**src/rtl/branch_predictor_gshare_spec_pkg.sv**
```systemverilog
// branch_predictor_gshare_spec_pkg: shared types, table geometry and helpers for the gshare predictor
package branch_predictor_gshare_spec_pkg;
    typedef enum logic {NOT_TAKEN = 1'b0, TAKEN = 1'b1} BranchOutcome;
    localparam int IDX_BITS = 10;
    localparam int HIST_BITS = 10;
    localparam int CTR_BITS = 2;
    typedef logic [IDX_BITS-1:0] idx_t;
    typedef logic [HIST_BITS-1:0] ghr_t;
    typedef logic [CTR_BITS-1:0] ctr_t;
    localparam ctr_t CTR_WEAK_NT = ctr_t'((1 << (CTR_BITS - 1)) - 1);
    typedef struct packed {
        idx_t idx;
        ghr_t ghr;
        BranchOutcome pred;
    } bp_inflight_t;
    function automatic idx_t bp_index(idx_t pc_bits, ghr_t ghr, logic mode);
        return pc_bits ^ (mode ? idx_t'(ghr) : '0);
    endfunction
    function automatic ctr_t sat_update(ctr_t ctr, logic taken);
        return taken ? ((&ctr) ? ctr : ctr + 1'b1) : ((|ctr) ? ctr - 1'b1 : ctr);
    endfunction
endpackage

```
**src/rtl/branch_predictor_gshare_spec_if.sv**
```systemverilog
// branch_predictor_gshare_spec_if: predict/feedback/flush/stat bundle between branch_controller and predictor
interface branch_predictor_gshare_spec_if import branch_predictor_gshare_spec_pkg::*; #(
    parameter int ADDR_WIDTH = 32
);
    logic req_valid;
    logic [ADDR_WIDTH-1:0] req_pc;
    BranchOutcome req_prediction;
    logic fb_valid;
    BranchOutcome fb_outcome;
    logic flush;
    logic [31:0] stat_branches;
    logic [31:0] stat_mispred;
    logic overflow;
    logic underflow;
    modport master (
        output req_valid, req_pc, fb_valid, fb_outcome, flush,
        input req_prediction, stat_branches, stat_mispred, overflow, underflow
    );
    modport slave (
        input req_valid, req_pc, fb_valid, fb_outcome, flush,
        output req_prediction, stat_branches, stat_mispred, overflow, underflow
    );
endinterface

```
**src/rtl/branch_predictor_gshare_spec_inflight_fifo.sv**
```systemverilog
// branch_predictor_gshare_spec_inflight_fifo: in-flight prediction FIFO; clear beats push and pop
module branch_predictor_gshare_spec_inflight_fifo #(
    parameter int DEPTH = 4,
    parameter int WIDTH = 8
) (
    input  logic             clk,
    input  logic             rst_n,
    input  logic             push,
    input  logic             pop,
    input  logic             clear,
    input  logic [WIDTH-1:0] din,
    output logic [WIDTH-1:0] head,
    output logic             full,
    output logic             empty
);
    localparam int PW = $clog2(DEPTH);
    logic [WIDTH-1:0] mem [DEPTH];
    logic [PW-1:0] rd, wr;
    logic [PW:0] count;
    assign head = mem[rd];
    assign full = count == (PW+1)'(DEPTH);
    assign empty = count == '0;
    always_ff @(posedge clk) begin
        if (push) mem[wr] <= din;
    end
    always_ff @(posedge clk) begin
        if (!rst_n || clear) begin
            rd <= '0;
            wr <= '0;
            count <= '0;
        end else begin
            if (push) wr <= wr + 1'b1;
            if (pop) rd <= rd + 1'b1;
            count <= count + (PW+1)'(push) - (PW+1)'(pop);
        end
    end
endmodule

```
**src/rtl/branch_predictor_gshare_spec.sv**
```systemverilog
// branch_predictor_gshare_spec: gshare/bimodal direction predictor with speculative GHR and checkpointed recovery
module branch_predictor_gshare_spec import branch_predictor_gshare_spec_pkg::*; #(
    parameter int ADDR_WIDTH = 32,
    parameter int PC_OFFSET = 2,
    parameter int DEPTH = 4,
    parameter bit MODE = 1'b1
) (
    input logic clk,
    input logic rst_n,
    branch_predictor_gshare_spec_if.slave bus
);
    localparam int ENTRIES = 1 << IDX_BITS;
    ctr_t table_q [ENTRIES];
    ghr_t spec_ghr, commit_ghr, spec_next, commit_next;
    bp_inflight_t head;
    idx_t req_idx;
    logic [31:0] branches, mispreds;
    logic overflow, underflow, full, empty;
    logic fb_fire, fb_taken, pred_taken, mispred, squash, accept;
    logic unused_pc;
    assign unused_pc = ^bus.req_pc;
    assign req_idx = bp_index(bus.req_pc[IDX_BITS+PC_OFFSET-1:PC_OFFSET], spec_ghr, MODE);
    assign pred_taken = table_q[req_idx][CTR_BITS-1];
    assign bus.req_prediction = BranchOutcome'(pred_taken);
    assign fb_fire = bus.fb_valid && !empty;
    assign fb_taken = bus.fb_outcome == TAKEN;
    assign mispred = fb_fire && (fb_taken != (head.pred == TAKEN));
    assign squash = mispred || bus.flush;
    // a correct same-cycle pop frees a slot, so a full FIFO still accepts
    assign accept = bus.req_valid && !squash && (!full || fb_fire);
    assign bus.stat_branches = branches;
    assign bus.stat_mispred = mispreds;
    assign bus.overflow = overflow;
    assign bus.underflow = underflow;
    always_comb begin
        commit_next = fb_fire ? ghr_t'({commit_ghr, fb_taken}) : commit_ghr;
        spec_next = bus.flush ? commit_next :
                    mispred   ? ghr_t'({head.ghr, fb_taken}) :
                    accept    ? ghr_t'({spec_ghr, pred_taken}) : spec_ghr;
    end
    always_ff @(posedge clk) begin
        if (!rst_n) begin
            for (int i = 0; i < ENTRIES; i++) table_q[i] <= CTR_WEAK_NT;
            spec_ghr <= '0;
            commit_ghr <= '0;
            branches <= '0;
            mispreds <= '0;
            overflow <= 1'b0;
            underflow <= 1'b0;
        end else begin
            if (fb_fire) table_q[head.idx] <= sat_update(table_q[head.idx], fb_taken);
            spec_ghr <= spec_next;
            commit_ghr <= commit_next;
            if (fb_fire && ~&branches) branches <= branches + 1'b1;
            if (mispred && ~&mispreds) mispreds <= mispreds + 1'b1;
            if (bus.req_valid && !squash && full && !fb_fire) overflow <= 1'b1;
            if (bus.fb_valid && empty) underflow <= 1'b1;
        end
    end
    branch_predictor_gshare_spec_inflight_fifo #(
        .DEPTH(DEPTH),
        .WIDTH($bits(bp_inflight_t))
    ) u_fifo (
        .clk(clk),
        .rst_n(rst_n),
        .push(accept),
        .pop(fb_fire),
        .clear(squash),
        .din({req_idx, spec_ghr, BranchOutcome'(pred_taken)}),
        .head(head),
        .full(full),
        .empty(empty)
    );
endmodule

```
**src/flat_wrapper.sv**
```systemverilog
// flat-port wrapper written by rule: the top's interface ports become plain ports
module branch_predictor_gshare_spec_flat import branch_predictor_gshare_spec_pkg::*;
#(
    parameter int ADDR_WIDTH = 32,
    parameter int PC_OFFSET = 2,
    parameter int DEPTH = 4,
    parameter bit MODE = 1'b1
)
  (clk, rst_n, bus_req_valid, bus_req_pc, bus_fb_valid, bus_fb_outcome, bus_flush, bus_req_prediction, bus_stat_branches, bus_stat_mispred, bus_overflow, bus_underflow);
  branch_predictor_gshare_spec_if #(.ADDR_WIDTH(ADDR_WIDTH)) bus_i ();
  input logic clk;
  input logic rst_n;
  input wire logic [$bits(bus_i.req_valid)-1:0] bus_req_valid;
  input wire logic [$bits(bus_i.req_pc)-1:0] bus_req_pc;
  input wire logic [$bits(bus_i.fb_valid)-1:0] bus_fb_valid;
  input wire logic [$bits(bus_i.fb_outcome)-1:0] bus_fb_outcome;
  input wire logic [$bits(bus_i.flush)-1:0] bus_flush;
  output wire logic [$bits(bus_i.req_prediction)-1:0] bus_req_prediction;
  output wire logic [$bits(bus_i.stat_branches)-1:0] bus_stat_branches;
  output wire logic [$bits(bus_i.stat_mispred)-1:0] bus_stat_mispred;
  output wire logic [$bits(bus_i.overflow)-1:0] bus_overflow;
  output wire logic [$bits(bus_i.underflow)-1:0] bus_underflow;
  assign bus_i.req_valid = bus_req_valid;
  assign bus_i.req_pc = bus_req_pc;
  assign bus_i.fb_valid = bus_fb_valid;
  assign bus_i.fb_outcome = bus_fb_outcome;
  assign bus_i.flush = bus_flush;
  assign bus_req_prediction = bus_i.req_prediction;
  assign bus_stat_branches = bus_i.stat_branches;
  assign bus_stat_mispred = bus_i.stat_mispred;
  assign bus_overflow = bus_i.overflow;
  assign bus_underflow = bus_i.underflow;
  branch_predictor_gshare_spec #(.ADDR_WIDTH(ADDR_WIDTH), .PC_OFFSET(PC_OFFSET), .DEPTH(DEPTH), .MODE(MODE)) u_core (.clk(clk), .rst_n(rst_n), .bus(bus_i));
endmodule
```
**config.mk**
```make
export PLATFORM = sky130hd
export DESIGN_NAME = branch_predictor_gshare_spec_flat
export DESIGN_NICKNAME = d
export VERILOG_FILES = /design/src/rtl/branch_predictor_gshare_spec_pkg.sv /design/src/rtl/branch_predictor_gshare_spec_if.sv /design/src/rtl/branch_predictor_gshare_spec_inflight_fifo.sv /design/src/rtl/branch_predictor_gshare_spec.sv /design/src/flat_wrapper.sv
export SDC_FILE = /design/constraint.sdc
export NUM_CORES = 2
export LEC_CHECK = 0
export CORE_ASPECT_RATIO = 0.5
export CORE_MARGIN = 2
export CORE_UTILIZATION = 45
export DETAILED_ROUTE_END_ITERATION = 8
export PLACE_DENSITY_LB_ADDON = 0.25
export SYNTH_ARGS = -nofsm -noshare
export SYNTH_HDL_FRONTEND = slang
export SYNTH_HIERARCHICAL = 1
export SYNTH_SLANG_ARGS = --single-unit
```
**constraint.sdc**
```tcl
create_clock -name clk -period 7.7 [get_ports clk]
set_input_delay 1.54 -clock clk [delete_from_list [all_inputs] [get_ports clk]]
set_output_delay 1.54 -clock clk [all_outputs]
set_load 0.05 [all_outputs]
```
* After elaboration in Yosys (flattened, before gate mapping)
Memories as Yosys holds them, arrays and structs flattened. A register that Yosys moved wholly into a read port is not among the register bits. Index checks and enable logic that the tools add are counted.
Word-level totals: memory bits (writable) 2132, flip-flop bits (word level) 93, memories 2, output and inout port bits 67, input port bits 38
Operators by class: reduce and logical (&&, ||, !) cells 26, muxes and demuxes 18, $add $sub $neg 8, equality and inequality tests 2, bitwise logic cells 1
Memories:
- u_core.table_q | depth 1024, width 2, rd ports 2, clocked after Yosys merged registers in 0, wr ports 1024, RTL line branch_predictor_gshare_spec.sv:13 | ctr_t table_q [ENTRIES];
- u_core.u_fifo.mem | depth 4, width 21, rd ports 1, clocked after Yosys merged registers in 1, wr ports 1, RTL line branch_predictor_gshare_spec_inflight_fifo.sv:17 | logic [WIDTH-1:0] mem [DEPTH];
Operators by type and width (count):
- $add A32 B1 Y32 const B | 2
- $reduce_and A32 Y1 | 2
- $mux W10 | 5
- $mux W2 | 6
- $xor A10 B10 Y10 | 1
- $logic_and A1 B1 Y1 | 9
- $logic_not A1 Y1 | 7
- $mux W1 | 7
- $add A2 B1 Y2 const B | 3
- $reduce_or A2 Y1 | 2
- $add A3 B1 Y3 | 1
- $eq A3 B3 Y1 const B | 1
- $logic_not A3 Y1 | 1
- $logic_or A1 B1 Y1 | 3
- $reduce_bool A3 Y1 | 1
- $sub A3 B1 Y3 | 1
- $reduce_and A2 Y1 | 1
- $sub A2 B1 Y2 const B | 1
- $ne A1 B1 Y1 | 1

* Longest topological paths before layout
depth after elaboration 11, mapped depth 19, depth with buffers taken out 10

* Modules after synthesis
The synthesis kept the hierarchy.
Modules (own cells, without submodules):
- branch_predictor_gshare_spec | area each 109646.4 um^2, cells an instance 8593, times used 1
- branch_predictor_gshare_spec_inflight_fifo | area each 3483.3 um^2, cells an instance 155, times used 1

* Worst setup path before layout
OpenSTA, ideal clock, no wires.
kind input to output, start point input port bus_req_pc[2], end point output port bus_req_prediction, arrival 4564 ps, path buffers 4, stages on the path 12, path slack 1596 ps, data required time 6160 ps, path through xnor2_2 -> inv_2 -> buf_4 -> buf_2 -> buf_2 -> buf_2 -> mux4_2 -> a221oi_1 -> nand2_1 -> nand4_1 -> o211ai_1 -> a311o_1
On the way: longest elaborated chain between the ends 2
Ends and longest elaborated chain:
- from (decl) | RTL line flat_wrapper.sv:14 | input wire logic [$bits(bus_i.req_pc)-1:0] bus_req_pc;
- $xor A10 B10 Y10 | RTL line branch_predictor_gshare_spec_pkg.sv:17 | return pc_bits ^ (mode ? idx_t'(ghr) : '0);
- $mem_v2 Z1024 W2
- to (decl) | RTL line flat_wrapper.sv:18 | output wire logic [$bits(bus_i.req_prediction)-1:0] bus_req_prediction;
No other way between the ends.

* Worst setup path in the final report
start point input port bus_req_pc[4], end point output port bus_req_prediction
Same word-level chain as after synthesis.

==> results.yml <==
floorplan:
  chipHeight_um: 358
  initial_core_util_pct: 45.1
  die_area_um2: 255000
  fp-row-count: 130
  core_um2: 250000
  die_w_um: 713
  pin_count: 105
cts:
  cts_max_level: 4
  clkLatencyLatePin_ps: 940
  postCtsSetupRepairBufs: 0
  cts_sinks: 2223
  clk_pin_slew_ps: 60
  cts_buffers: 218
  cts-root-buf: "clkbuf_16"
  cts_buffer_depth: 4
  cts_tree: "built"
synth:
  syn_area_um2: 113000
  yosys_warnings: 6
  synth_cells: 8743
  synth_nets: 8790
  avgSynthCellArea_um2: 12.9
routing:
  drt_iter0_markers: 16800
  drc_errors: 2
  drt_first_pass_iters: 9
  postRouteWirelength_um: 445000
  vias: 86200
  wl_per_cell_um: 37.6
  ant_nets: 0
  viasPerCell: 7.28
status:
  violations: "DRC, capacitance limit, slew limit, setup timing"
  outcome: "finished with violations"
pwr:
  p_seq_share_pct: 45.6
  power_w: 0.0297
  p_leak_nw: 34.6
  power.switching_fraction_pct: 29.9
  pwr-share-clk_pct: 35.9
  combPwrFrac_pct: 18.4
  p_sw_w: 0.00889
  power.internal_w: 0.0208
  peakVddDrop_mv: 0.249
  p_per_area_nw_per_um2: 239
worst_setup_path:
  critPathKind: "primary input to output pin"
  start_kind: "primary input"
  crit_required_ps: 6160
  arrival_ps: 6320
  end_kind: "output pin"
  crit_fanout: 25
  rrSetupSlack_ps: 340
  r2r_cells: 11
  rr_endpoint: "u_core/table_q[66][1]"
layout:
  syn2layout_area_growth_pct: 9.95
  fin_area_um2: 124000
  drive_gt1_share_pct: 19.7
  fillerInstances: 21400
  finalNetCount: 8313
placement:
  place_congestion: 0.954
  place_hpwl_um: 266000
  io_buffers: 82
  placed_cell_area_um2: 117000
  dpl_worst_slack_ps: 110
grt:
  grt_use_total_pct: 34.0
  grt_overflow_total: 0
  grt_pass1_wl_um: 615000
  antenna_found_initial: 36
  grt_max_degree: 227
  grt_pass1_vias: 79500
worst_hold_path:
  hold_path.startpoint: "u_core/bus.overflow"
  min_to: "u_core/bus.overflow"
  hold_depth: 1
  hold_class: "flip-flop to flip-flop"
sta:
  fin_skew_ps: 51.4
  finalCritPeriodShare_pct: 102
  finalSetupViolations: 1
  fmax_ghz: 0.127
  min_period_ps: 7860
  rsz0062_at_grt: "no"
  slew_headroom_pct: -1.16
  worst_pin_slew_ps: 1510
  setup_ws_ps: -155
  finalHoldViolations: 0
  slew_viol_final: 15
  whs_ps: 469
  tns_ps: -155
job:
  drv_cap: 2
## registers in the layout (all words and copies together) (netlist names), named ones only
signal / count
u_core/bus.underflow: 1
u_core/u_fifo/mem: 80
u_core/u_fifo/count: 3
u_core/bus.stat_branches: 32
u_core/u_fifo/wr: 2
u_core/bus.stat_mispred: 32
u_core/u_fifo/rd: 2
u_core/spec_ghr: 10
u_core/table_q: 2048
u_core/bus.overflow: 1
u_core/commit_ghr: 10
## layout by cell type, fill, tap and decap left out, types with 59 or more instances in the layout
| cell type | count |
|---|---|
| and2_1 | 61 |
| o21ai_0 | 881 |
| dfxtp_1 | 95 |
| nor2_1 | 258 |
| a22oi_1 | 296 |
| nor3_1 | 881 |
| nand2_1 | 437 |
| clkinv_1 | 59 |
| buf_12 | 82 |
| clkdlybuf4s50_1 | 80 |
| clkbuf_16 | 220 |
| edfxtp_1 | 2128 |
| buf_4 | 330 |
| mux4_2 | 791 |
| nand3_1 | 1083 |
## what timing repair did
item,CTS,global route
gates resized for setup,0,3
hold buffers,0,0
hold endpoints to repair,0,0
endpoints found under the setup margin,0,1
## worst max-delay path, cell delays in order
cell             delay (ps)
clkdlybuf4s50_1         500
xnor2_2                 220
buf_12                  150
buf_4                   650
nor2_1                  380
a32oi_1                 330
a41oi_1                 220
o21a_1                  270
nor4_1                  900
nor4b_1                 230
a311o_1                 600
buf_4                   270
## power groups by stage
stage	combinational [W]	sequential [W]	clock (W)
detailed placement	0.00524	0.0138	0
finish	0.00548	0.0136	0.0107
global route	0.00556	0.0136	0.0112
CTS	0.00526	0.0135	0.0107
global placement	0.00522	0.0138	0
floorplan	0.00349	0.0137	0
## final cells by class
class,instances,area (um^2),area share [%]
multi-input combinational,5296,42300,34.0
sequential,2223,65800,53.0
inverter,32,145,0.117
clock buffer,265,5680,4.58
timing repair buffer,495,4970,4.00
antenna,31,77.6,0.0624
tap,3366,4210,3.39
clock inverter,129,1070,0.860
## per-stage QoR
stage / util [%] / instances
4_1_cts: 49.6 / 11800
2_1_floorplan: - / 8743
5_1_grt: 49.6 / 11800
3_3_place_gp: 46.9 / 11400
6_report: 49.6 / 11800
3_5_place_dp: 46.9 / 11400
## layer usage
metal | track usage (%) | share of wire, %
met2 | 47.3 | 41
met1 | 45.4 | 35
met3 | 14.4 | 18
met5 | 0 | 0.083
met4 | 17.8 | 6.0
## worst max path at each step
stage / end / start
2_1_floorplan: bus_req_prediction / bus_req_pc[2]
3_3_place_gp: bus_req_prediction / bus_req_pc[3]
3_5_place_dp: bus_req_prediction / bus_req_pc[3]
4_1_cts: bus_req_prediction / bus_req_pc[3]
5_1_grt: bus_req_prediction / bus_req_pc[2]
6_report: bus_req_prediction / bus_req_pc[4]
No activity file was read; power rests on OpenSTA's default activity.
